### config.mk
export PLATFORM = sky130hd
export DESIGN_NAME = branch_target_buffer
export DESIGN_NICKNAME = d
export VERILOG_FILES = /design/src/rtl/btb_pkg.sv /design/src/rtl/btb_sat_counter.sv /design/src/rtl/branch_target_buffer.sv
export SDC_FILE = /design/constraint.sdc
export NUM_CORES = 1
export LEC_CHECK = 0
export ABC_CLOCK_PERIOD_IN_PS = 11000
export BUFFER_PORTS_ARGS = -buffer_cell sky130_fd_sc_hd__buf_4
export CORE_MARGIN = 3
export CORE_UTILIZATION = 56
export CTS_CLUSTER_SIZE = 25
export DETAILED_ROUTE_END_ITERATION = 10
export MAX_ROUTING_LAYER = met4
export PLACE_DENSITY = 0.74
export SYNTH_ARGS = -nofsm -noshare
export SYNTH_HDL_FRONTEND = slang
export SYNTH_SLANG_ARGS = --single-unit
export TNS_END_PERCENT = 100
### constraint.sdc
create_clock -name clk -period 11 [get_ports clk]
set_input_delay 3.3 -clock clk [delete_from_list [all_inputs] [get_ports clk]]
set_output_delay 3.3 -clock clk [all_outputs]
set_load 0.01 [all_outputs]
### src/rtl/btb_pkg.sv
// btb_pkg: shared counter encodings and entry metadata for the branch target buffer.
package btb_pkg;

    typedef enum logic [1:0] {
        SNT = 2'b00,
        WNT = 2'b01,
        WT  = 2'b10,
        ST  = 2'b11
    } ctr_e;

    localparam ctr_e CTR_ALLOC = WT;
    localparam ctr_e CTR_RESET = WNT;

    // Tag and target widths depend on the instance parameters, so they live in
    // separate arrays beside this record.
    typedef struct packed {
        logic valid;
        ctr_e ctr;
    } btb_meta_t;

endpackage

### src/rtl/btb_sat_counter.sv
// btb_sat_counter: combinational next state of a 2-bit saturating branch counter.
module btb_sat_counter
    import btb_pkg::*;
(
    input  ctr_e ctr_i,
    input  logic taken_i,
    output ctr_e ctr_o
);

    always_comb begin
        ctr_o = taken_i ? ((ctr_i == ST)  ? ST  : ctr_e'(ctr_i + 2'd1))
                        : ((ctr_i == SNT) ? SNT : ctr_e'(ctr_i - 2'd1));
    end

endmodule

### src/rtl/branch_target_buffer.sv
// branch_target_buffer: direct-mapped BTB with 2-bit counters and mispredict redirect.
// Optional performance counters are enabled by defining BTB_STATS_EN.
module branch_target_buffer
    import btb_pkg::*;
#(
    parameter int PC_W    = 32,
    parameter int ENTRIES = 16
) (
    input  logic            clk,
    input  logic            rst,
    input  logic            stall,
    input  logic [PC_W-1:0] lookup_pc,
    output logic            pred_taken,
    output logic [PC_W-1:0] pred_target,
    input  logic            upd_valid,
    input  logic            upd_is_branch,
    input  logic [PC_W-1:0] upd_pc,
    input  logic [PC_W-1:0] upd_target,
    input  logic            upd_taken,
    input  logic            upd_prev_taken,
    input  logic [PC_W-1:0] upd_pred_target,
    output logic            flush,
    output logic [PC_W-1:0] redirect_pc,
    output logic [31:0]     stat_lookups,
    output logic [31:0]     stat_mispredicts
);

    localparam int IDX_W = $clog2(ENTRIES);
    localparam int TAG_W = PC_W - 2 - IDX_W;

    btb_meta_t       meta_q [ENTRIES];
    logic [TAG_W-1:0] tag_q [ENTRIES];
    logic [PC_W-1:0]  tgt_q [ENTRIES];

    logic [IDX_W-1:0] l_idx, u_idx;
    logic [TAG_W-1:0] l_tag, u_tag;
    logic             l_hit, u_hit;
    logic             br_upd, fill_we, meta_we;
    btb_meta_t        meta_d;
    ctr_e             ctr_nxt;

    assign l_idx = lookup_pc[IDX_W+1:2];
    assign l_tag = lookup_pc[PC_W-1:IDX_W+2];
    assign u_idx = upd_pc[IDX_W+1:2];
    assign u_tag = upd_pc[PC_W-1:IDX_W+2];
    assign l_hit = meta_q[l_idx].valid && (tag_q[l_idx] == l_tag);
    assign u_hit = meta_q[u_idx].valid && (tag_q[u_idx] == u_tag);

    // Lookup reads the registered table, so a same-cycle update is not visible yet.
    assign pred_taken  = l_hit && meta_q[l_idx].ctr[1];
    assign pred_target = l_hit ? tgt_q[l_idx] : lookup_pc + PC_W'(4);

    assign flush = upd_valid && (upd_is_branch
                   ? ((upd_taken != upd_prev_taken) ||
                      (upd_taken && upd_prev_taken && (upd_target != upd_pred_target)))
                   : upd_prev_taken);
    assign redirect_pc = (upd_is_branch && upd_taken) ? upd_target : upd_pc + PC_W'(4);

    btb_sat_counter u_ctr (
        .ctr_i   (meta_q[u_idx].ctr),
        .taken_i (upd_taken),
        .ctr_o   (ctr_nxt)
    );

    // A non-branch that was predicted taken aliased onto a branch entry: evict it.
    always_comb begin
        br_upd  = upd_valid && upd_is_branch && !stall;
        fill_we = br_upd && upd_taken;
        meta_we = (br_upd && (u_hit || upd_taken)) ||
                  (upd_valid && !upd_is_branch && upd_prev_taken && !stall && u_hit);
        meta_d  = !upd_is_branch ? btb_meta_t'{1'b0, meta_q[u_idx].ctr}
                : u_hit          ? btb_meta_t'{1'b1, ctr_nxt}
                :                  btb_meta_t'{1'b1, CTR_ALLOC};
    end

    always_ff @(posedge clk or posedge rst) begin
        if (rst) begin
            for (int i = 0; i < ENTRIES; i++) meta_q[i] <= btb_meta_t'{1'b0, CTR_RESET};
        end else if (meta_we) begin
            meta_q[u_idx] <= meta_d;
        end
    end

    // Tag/target need no reset: they are only observed through a set valid bit.
    always_ff @(posedge clk) begin
        if (fill_we) begin
            tag_q[u_idx] <= u_tag;
            tgt_q[u_idx] <= upd_target;
        end
    end

`ifdef BTB_STATS_EN
    logic [31:0] lookups_q, mispred_q;

    always_ff @(posedge clk or posedge rst) begin
        if (rst) begin
            lookups_q <= '0;
            mispred_q <= '0;
        end else if (!stall) begin
            if (lookups_q != 32'hFFFF_FFFF) lookups_q <= lookups_q + 32'd1;
            if (flush && mispred_q != 32'hFFFF_FFFF) mispred_q <= mispred_q + 32'd1;
        end
    end

    assign stat_lookups     = lookups_q;
    assign stat_mispredicts = mispred_q;
`else
    assign stat_lookups     = '0;
    assign stat_mispredicts = '0;
`endif

endmodule

==> metrics <==
status=completed; leak pwr=16.7 nW; pre-CTS setup slack=between 0.8 and 0.9 ns; Placed Instances=3537; Max transition margin=13.9%; flops & latches, synth=976; setup bufs post-CTS=0; Worst Reg-to-Reg Cells=9; Synth Area per Inst=18.7 um2; HPWL Detailed=just under 80 mm; Fill cells=approximately 5.3k; area share of the largest cell type after synthesis=62.4%; layout cells sized above 1=31.6%; endpoints failing hold=0; RSZ-0062 raised after global routing=no; worst min path class=flop to flop; worst r2r src=tag_q[10][16]$_DFFE_PP_; initial antenna violation count=8; Die Footprint=83200 um2; H-tree depth=3; Final Util=about 64%; Root Buffer=clkbuf_16; Core Area=78200 um2; commonest non-fill, non-tap cell in the layout=edfxtp_1; Post-Place Cell Area=47000 um2; Post-synth top flop=edfxtp_1; Hold Path Sink=meta_q[3]$_DFFE_PP1P_; Min Clock Period, post-route=10.19 ns; Hold Buf Count CTS=0; post-route antenna net violation count=0; WP data required=7.70 ns; Yosys Warn Count=0; sequential element share of the synthesized area=~65%; Clock transition at path regs=~0.06 ns; # IOs=265; # rows=roughly 100; Worst Path Max Fanout=60; WHS Path Cells=2; final instance area=around 50000 um2; pin count of the biggest net entering global routing=63; Final Hold Slack=0.463 ns; Reg2Reg Setup Slack=about 5.6 ns; Critical Path Source=lookup_pc[2]; Netlist Area Pre-Place=approximately 45000 um2; Setup crit start kind=primary input; Cells after Synth=about 2.4k; total power=8.13 mW; area grow syn2layout=12.4%; Die Height=approximately 290 um; final global-route overflow total=0; Nets=2739; Initial Utilization=57.1%; Cell Count, Final, Fillers Out=3727; Sequential cell area=29100 um2; gr usage total=32.4%; fmax=98.2 MHz; Max-Cap Viols=0; DRC errors left=0; final setup vio count=0; TritonCTS clock tree=built; # port buffers=200; initial DRC count=4123; Inserted Clock Buffers=99; TritonRoute pass-1 iters=6; Critical Path End Type=output port; clk_lat worst skew=0.68 ns; drt total wl=129 mm; CP arrival=6.89 ns; cell taking the most area after synthesis=edfxtp_1; Final GP Congestion=0.991; worst setup margin=0.813 ns; hold path startpoint=meta_q[3]$_DFFE_PP1P_; post_cts resized=0; power per cell area=~160 nW/um2; drt wl/cell=34.6 um; ys async rst share=4.92%; Tcrit/Tclk final=92.6%; R2R Path End=meta_q[32]$_DFFE_PP0P_; Final Skew=0.0321 ns; via count=26.2k; first-pass GRT wire length=between 150 and 200 mm; setup TNS=0 ns; area occupied by multi-input gates=14500 um2; Synth cell types=72; via-per-instance ratio=7.04; Post-synth EDFFs=approximately 930; vias in the first global route=25.7k; Crit Path Category=primary input to output port; top cells by area, synth=edfxtp_1 62%, mux4_2 19%, dfrtp_1 1.8%; Sink Count=976; Die Wd=288 um; final slew viol count=0; most frequent cells in the layout=928 x edfxtp_1, 382 x mux4_2, 252 x buf_4; clk buf depth=3; worst slew pin tran=1.29 ns; Worst VDD drop=0.157 mV
==> layout make-up <==
type,instances,share of cell area (%)
tap,1040,2.59
inverter,38,0.284
antenna,9,0.0448
clock buffer,116,5.10
sequential,976,57.9
clock inverter,65,1.16
multi-input combinational,1222,28.8
timing repair buffer,261,4.09
==> synthesized netlist by cell type (21+ instances only) <==
master,n
edfxtp_1,928
and3_1,21
mux4_2,382
nand2_1,89
o21ai_0,52
buf_1,30
nand3_1,25
nand4_1,28
a22oi_1,28
nor2_1,67
mux2i_1,77
a21oi_1,44
buf_4,74
clkbuf_1,72
dfrtp_1,32
xnor2_1,67
inv_1,37
a22o_1,27
xor2_1,81
==> sequential cells by signal, indices dropped and copies added, names as in the netlist <==
name    cells
tgt_q     512
tag_q     416
meta_q     48
==> critical path, stage by stage <==
cell	delay [ns]
buf_8	0.35
mux4_2	0.58
mux4_2	0.48
xnor2_1	0.50
nand4_1	0.19
nor4_1	0.25
nand4_1	0.16
buf_4	0.38
mux2_2	0.38
buf_4	0.14
==> per-layer routing <==
metal / track usage, % / vias to the layer above / wire length [um]
li1: - / 10173 / -
met4: 12.5 / 0 / 5590
met2: 47.2 / 2045 / 59900
met1: 45.6 / 13701 / 47200
met5: - / - / 0
met3: 7.13 / 309 / 16400
==> power breakdown <==
| part | internal [mW] | total (mW) | switching (mW) |
|---|---|---|---|
| sequential | 4.11 | 4.14 | 0.0262 |
| clock | 1.82 | 3.25 | 1.44 |
| combinational | 0.311 | 0.734 | 0.423 |
| total | 6.24 | 8.13 | 1.88 |
==> cell families (layout without fill, tap and decap cells) <==
kind of cell    count (synthesis)  count (layout)  synth area share (%)
xor+xnor                      148             148                  2.90
mux                           478             478                  21.8
simple gates                  304             304                  3.38
flops                         976             976                  65.1
buf+inv                       253             480                  3.21
compound gates                222             222                  3.48
fa+ha+maj                       6               6                 0.168
other cells                     1              73               0.00839
==> worst max path at each step <==
stage,end,slack (ns),cells past startpoint
after global routing,pred_target[3],0.66,11
after CTS,pred_target[28],0.84,11
final,pred_target[28],0.81,10
after detailed placement,pred_target[28],0.85,11
after floorplan,pred_target[10],1.21,11
after global placement,pred_target[28],0.85,11
Note: power is estimated with default switching activity, not from simulation.
